File: config.mk
export PLATFORM = sky130hd
export DESIGN_NAME = regression_controller
export DESIGN_NICKNAME = d
export VERILOG_FILES = /design/src/rtl/regression_controller.sv
export SDC_FILE = /design/constraint.sdc
export NUM_CORES = 1
export LEC_CHECK = 0
export ABC_AREA = 1
export BUFFER_PORTS_ARGS = -buffer_cell sky130_fd_sc_hd__buf_2
export CAP_MARGIN = 30
export CORE_ASPECT_RATIO = 0.9
export CORE_MARGIN = 2
export CORE_UTILIZATION = 56
export DETAILED_ROUTE_END_ITERATION = 10
export HOLD_SLACK_MARGIN = 0.15
export PLACE_DENSITY = 0.9
export SETUP_SLACK_MARGIN = 0.02
export SLEW_MARGIN = 20
export SYNTH_ARGS = -nofsm -noshare
export SYNTH_HDL_FRONTEND = slang
export SYNTH_SLANG_ARGS = --single-unit
File: constraint.sdc
create_clock -name clk -period 2.4 [get_ports clk]
set_input_delay 0.24 -clock clk [delete_from_list [all_inputs] [get_ports clk]]
set_output_delay 0.24 -clock clk [all_outputs]
set_load 0.01 [all_outputs]
File: src/rtl/regression_controller.sv
// Sequencer for the linear-regression coefficient datapath: two passes over
// the sample memory (sums, then SSxy/SSxx), a divide wait, then B1/B0 loads.
module regression_controller #(
  parameter int N_SAMPLES = 150,
  parameter int ADDR_W    = 8,
  parameter int DIV_WAIT  = 2
) (
  input  logic              clk,
  input  logic              rst,
  input  logic              start,
  output logic              busy,
  output logic              done,
  output logic [ADDR_W-1:0] mem_addr,
  output logic              en_xy,
  output logic              en_p,
  output logic              clr_p,
  output logic              mean_done,
  output logic              en_ss,
  output logic              clr_ss,
  output logic              en_b1,
  output logic              en_b0
);

  localparam int WCNT_W = $clog2(DIV_WAIT + 1);
  // Truncation is deliberate: with N_SAMPLES == 2**ADDR_W the count wraps to 0 on the last sample.
  localparam logic [ADDR_W-1:0] N_CNT  = ADDR_W'(N_SAMPLES);
  localparam logic [ADDR_W-1:0] N_LAST = ADDR_W'(N_SAMPLES - 1);
  localparam logic [WCNT_W-1:0] W_LAST = WCNT_W'(DIV_WAIT - 1);

  typedef enum logic [3:0] {
    IDLE, INIT1, SUM, INIT2, SSQ, DIV, LDB1, LDB0, DONE
  } state_t;

  state_t            state_q, state_d;
  logic [ADDR_W-1:0] cnt_q, cnt_d;
  logic [WCNT_W-1:0] wcnt_q, wcnt_d;
  logic [ADDR_W-1:0] seq_addr;

  always_ff @(posedge clk or posedge rst) begin
    if (rst) begin
      state_q <= IDLE;
      cnt_q   <= '0;
      wcnt_q  <= '0;
    end else begin
      state_q <= state_d;
      cnt_q   <= cnt_d;
      wcnt_q  <= wcnt_d;
    end
  end

  always_comb begin
    state_d = state_q;
    cnt_d   = cnt_q;
    wcnt_d  = wcnt_q;
    case (state_q)
      IDLE:  if (start) state_d = INIT1;
      INIT1: begin cnt_d = ADDR_W'(1); state_d = SUM; end
      SUM: begin
        if (cnt_q == N_CNT) begin cnt_d = '0; state_d = INIT2; end
        else cnt_d = cnt_q + ADDR_W'(1);
      end
      INIT2: begin cnt_d = ADDR_W'(1); state_d = SSQ; end
      SSQ: begin
        if (cnt_q == N_CNT) begin cnt_d = '0; state_d = DIV; end
        else cnt_d = cnt_q + ADDR_W'(1);
      end
      DIV: begin
        if (wcnt_q == W_LAST) begin wcnt_d = '0; state_d = LDB1; end
        else wcnt_d = wcnt_q + WCNT_W'(1);
      end
      LDB1:    state_d = LDB0;
      LDB0:    state_d = DONE;
      DONE:    state_d = IDLE;
      default: state_d = IDLE;
    endcase
  end

  // Last pass cycle re-reads sample N-1 so the address never leaves the memory.
  assign seq_addr = (cnt_q == N_CNT) ? N_LAST : cnt_q;

  always_comb begin
    busy      = 1'b0;
    done      = 1'b0;
    mem_addr  = '0;
    en_xy     = 1'b0;
    en_p      = 1'b0;
    clr_p     = 1'b0;
    mean_done = 1'b0;
    en_ss     = 1'b0;
    clr_ss    = 1'b0;
    en_b1     = 1'b0;
    en_b0     = 1'b0;
    case (state_q)
      INIT1: begin busy = 1'b1; clr_p = 1'b1; clr_ss = 1'b1; en_xy = 1'b1; end
      SUM: begin
        busy = 1'b1; en_xy = 1'b1; en_p = 1'b1; mem_addr = seq_addr;
      end
      INIT2: begin busy = 1'b1; mean_done = 1'b1; clr_ss = 1'b1; en_xy = 1'b1; end
      SSQ: begin
        busy = 1'b1; mean_done = 1'b1; en_xy = 1'b1; en_ss = 1'b1; mem_addr = seq_addr;
      end
      DIV:     begin busy = 1'b1; mean_done = 1'b1; end
      LDB1:    begin busy = 1'b1; mean_done = 1'b1; en_b1 = 1'b1; end
      LDB0:    begin busy = 1'b1; mean_done = 1'b1; en_b0 = 1'b1; end
      DONE:    begin busy = 1'b1; mean_done = 1'b1; done = 1'b1; end
      default: ;
    endcase
  end

endmodule

# Word-level counts from Yosys, hierarchy flattened
# Index checks and enable logic that the tools add are counted.
dict set report totals {
  out_inout_bits 18
  reg_bits 14
  input_bits 3
  wordCells 47
}
dict set report classes {
  muxes 20
  n_eq_ne 14
  n_reduce_logical 8
  addsub 2
}
# op n
set ops {}
lappend ops {{case mux 4 bit (8 select lines)} 1}
lappend ops {{2-to-1 mux 8 bit} 3}
lappend ops {{equality test 4 x 3 -> 1 bit, second input constant} 4}
lappend ops {{2-to-1 mux 4 bit} 4}
lappend ops {{case mux 8 bit (2 select lines)} 1}
lappend ops {{2-to-1 mux 1 bit} 10}
lappend ops {{adder 8 x 1 -> 8 bit, second input constant} 1}
lappend ops {{equality test 4 x 2 -> 1 bit, second input constant} 2}
lappend ops {{equality test 8 bit, second input constant} 1}
lappend ops {{!= test 2 bit, second input constant} 4}
lappend ops {{OR reduction 8 bit} 1}
lappend ops {{OR reduction 6 bit} 1}
lappend ops {{equality test 4 x 1 -> 1 bit, second input constant} 1}
lappend ops {{equality test 4 bit, second input constant} 1}
lappend ops {{zero test 4 bit} 1}
lappend ops {{AND reduction 4 bit} 1}
lappend ops {{OR reduction 2 bit} 2}
lappend ops {{OR reduction 4 bit} 1}
lappend ops {{adder 2 x 1 -> 2 bit, second input constant} 1}
lappend ops {{equality test 2 x 1 -> 1 bit, second input constant} 1}
lappend ops {{2-to-1 mux 2 bit} 1}
lappend ops {{nonzero test 2 bit} 1}

# Longest topological paths before layout
dict set report logic_depth {
  ltp_word 3
  depth_mapped 9
  ltp_nobuf 9
}

# Worst setup path after synthesis
# Ideal clock, no wire load.
dict set report synth_path {
  path_kind {flip-flop to output port}
  from {register cnt_q[0]}
  to {output port mem_addr[0]}
  slack_ns 1.070
  path_stages_with_launch 9
  path_buffers 0
  t_required_ns 2.160
  t_arrival_ns 1.090
  cell_sequence {dfrtp_1 inv_1 ha_1 nand2_1 nor2_1 nand2_1 nand2_1 nand2_1 inv_1}
}
dict set report synth_via {
  elab_chain_cells 3
}
# element line_no
set synth_rtl {}
lappend synth_rtl {{from (decl)} 35} ;# logic [ADDR_W-1:0] cnt_q, cnt_d;
lappend synth_rtl {{from (signal assigned)} 46} ;# cnt_q <= cnt_d;
lappend synth_rtl {{equality test 8 bit} 79} ;# assign seq_addr = (cnt_q == N_CNT) ? N_LAST : cnt_q;
lappend synth_rtl {{2-to-1 mux 8 bit *} 79}
lappend synth_rtl {{2-to-1 mux 8 bit *} 93} ;# case (state_q)
lappend synth_rtl {{to (decl)} 13} ;# output logic [ADDR_W-1:0] mem_addr,
# Mark *: on every way between the ends. The rest lies on a longest branch, timed or not.

# Final worst setup path
# Same ends and word-level chain as after synthesis.

==> run_results.csv <==
group,metric,value,unit
synth,synth_edf_count,0,
drt,dr_total_vias,916,
finish,drive_gt1_frac,0.214,
drt,wirelength,2.10,mm
synth,synthCells,134,
place,portBuffers,20,
global_routing,grt_antenna_before_repair,0,
clock_network,cts_sinks,14,
die,die_w,46.5,µm
sta,worstMarginPinSlew,532,ps
drt,drtAntennaViolNets,0,
drt,drt-wirelength-per-cell,11.6,µm
synth,synth.area.mux_share,0,
synth,ys_ff_latch,14,
synth,syn_nets,139,
place,place_area,0.00104,mm²
critical_path,startpoint_type,"register",
synth,yosysUniqueCellTypes,20,
synth,avgSynthCellArea,6.78,µm²
finish,nFillCells,114,
finish,multi_input_area,457,µm²
synth,synth_top_cell_by_area,"dfrtp_1",
synth,ys_seq_area_frac,0.386,
sta,period_needed,1840,ps
critical_path,cp.required,2160,ps
drt,drt-met1-wl,894,µm
global_routing,grt_remaining_overflow,0,
synth,synth_fa_ha_area_frac,0.0275,
drt,topRoutingLayerUsed,"met3",
die,initial_core_util,0.614,
die,coreArea,0.00148,mm²
run,drv_cap,0,
synth,synth_top_cell_area_share,0.386,
clock_network,cts_setup_buffers,0,
sta,fin_crit_sh,0.767,
critical_path,cp-end-kind,"output pin",
synth,synth_top_family_by_area,"simple AND/OR/NAND/NOR gates",
power_and_ir_drop,power_density,377,mW/mm²
synth,ys_async_sr_fraction,1.00,
place,dpl.hpwl,1.65,mm
sta,rsz0062_at_grt,"false",
status,status,"completed",
clock_network,numCtsBuffers,3,
clock_network,ctsResizeCount,0,
clock_network,clkTransAtPathRegs,80,ps
sta,finClkSkew,2.62,ps
sta,maxSlewHeadroom,0.645,
place,finalWeightedCongestion,0.885,
sta,fmax,0.543,GHz
sta,maxSlewViolCount,0,
finish,final_nets,165,
finish,fin_util,0.731,
finish,antenna_cells,0,
clock_network,cts-root-buf,"clkbuf_4",
drt,drt_first_pass_iters,4,
critical_path,cp_max_fo,5,
global_routing,track_usage,0.265,
drt,drtIter0Drc,40,
sta,setup-tns-final,0,ps
hold_path,hp-class,"input pin to register",
sta,setup_viol,0,
place,pre_cts_ws,872,ps
global_routing,grt_pass1_vias,831,
clock_network,insertion_delay,280,ps
finish,syn_to_final_growth,19.1,%
clock_network,htreeDepth,1,
synth,synth_ff_type,"dfrtp_1",
synth,synthTopCellsByArea,"dfrtp_1 39%, nand2_1 15%, inv_1 11%",
global_routing,grt_max_degree,15,
die,ios,21,
power_and_ir_drop,p_leak,0.000624,µW
sta,fin_ws,558,ps
die,dieHeight,42.2,µm
drt,vias_per_cell,5.06,
drt,wl_met2,1.03,mm
finish,seqCellArea,350,µm²
clock_network,ctsHoldBuffers,1,
die,fp.dieArea,0.00196,mm²
synth,synthesis.area,908,µm²
drt,drc,0,
finish,finalInstanceArea,0.00108,mm²
sta,hold_viol,0,
synth,synth_xor_area_frac,0.0289,
die,rows,13,
clock_network,clockBufferDepth,2,
critical_path,criticalPathCategory,"register to output pin",
drt,met3WireLength,179,µm
critical_path,critPathArrivalTime,1600,ps
synth,synth-simple-area-share,0.395,
clock_network,cts_tree,"done",
synth,synth_compound_area_frac,0.0510,
global_routing,grt_pass1_wl,3.78,mm
synth,yosys_warnings,0,
power_and_ir_drop,vdd_drop_max,0.364,mV
placed cells by master (no fill, tap or decap), types with 3 or more instances in the layout:
master    instances
nor2_2            3
inv_1            26
nor2_1           18
nor3_1            3
nand3_1          10
clkbuf_4          3
o21ai_1           4
o21ai_0           4
nand2_1          36
dfrtp_1          14
buf_2            20
path summary, 6_finish.rpt:
path                                 from  cells after the start  slack, ps     endpoint
worst max-delay path             cnt_q[0]                      9        560  mem_addr[0]
worst min-delay path                start                      6        420   state_q[1]
worst max register to register   cnt_q[0]                      9       1050     cnt_q[0]
worst min register to register  wcnt_q[1]                      2        500    wcnt_q[1]
max in group asynchronous             rst                      3       1510     cnt_q[3]
min in group asynchronous             rst                      3        540   state_q[3]
logic make-up (layout without fill, tap and decap cells):
logic type,Yosys count,in the layout
DFF,14,14
xor gates and xnor gates,3,3
AOI/OAI and AO/OA,9,9
and+or+nand+nor,79,79
adders and majority gates,2,2
buffers and inverters,27,52
synthesized netlist by cell type (3+ instances only):
| master | count |
|---|---|
| dfrtp_1 | 14 |
| o21ai_0 | 4 |
| o21ai_1 | 4 |
| inv_1 | 26 |
| nand3_1 | 10 |
| nor2_2 | 3 |
| nand2_1 | 36 |
| nor2_1 | 18 |
| nor3_1 | 3 |
state kept, by name (all words and copies together) (netlist names):
signal / count
cnt_q: 8
state_q: 4
wcnt_q: 2
critical path, stage by stage, from the launching register on:
cell     delay (ps)
dfrtp_1         400
inv_1           120
ha_1            150
nand2_1          50
nor2_1           90
nand2_1         170
nand2_1         100
nand2_1          70
inv_1            50
buf_2           110
layer usage:
metal,track usage,up-vias
li1,-,455
met1,0.367,414
met2,0.389,47
met3,0.0862,0
met4,0.0743,0
met5,0,-
power breakdown:
part / total (µW) / leakage, µW / switching [µW] / internal (µW)
combinational: 7.51 / 0.000427 / 4.99 / 2.52
clock: 164 / 0.0000210 / 72.1 / 92.4
sequential: 236 / 0.000176 / 0 / 236
stage by stage:
| step | hold slack (ps) | power (µW) | cells |
|---|---|---|---|
| floorplan | 129 | 244 | 134 |
| detailed placement | 301 | 247 | 176 |
| CTS | 401 | 414 | 181 |
| global route | 415 | 435 | 181 |
| finish | 421 | 408 | 181 |
| global placement | 303 | 247 | 176 |
area by class of cell:
cell class                 instances  area share
clock buffer                       4      0.0335
sequential                        14       0.324
timing repair buffer              21       0.102
tap                               22      0.0254
multi-input combinational         93       0.422
inverter                          27      0.0936
No activity file was read; power rests on OpenSTA's default activity.
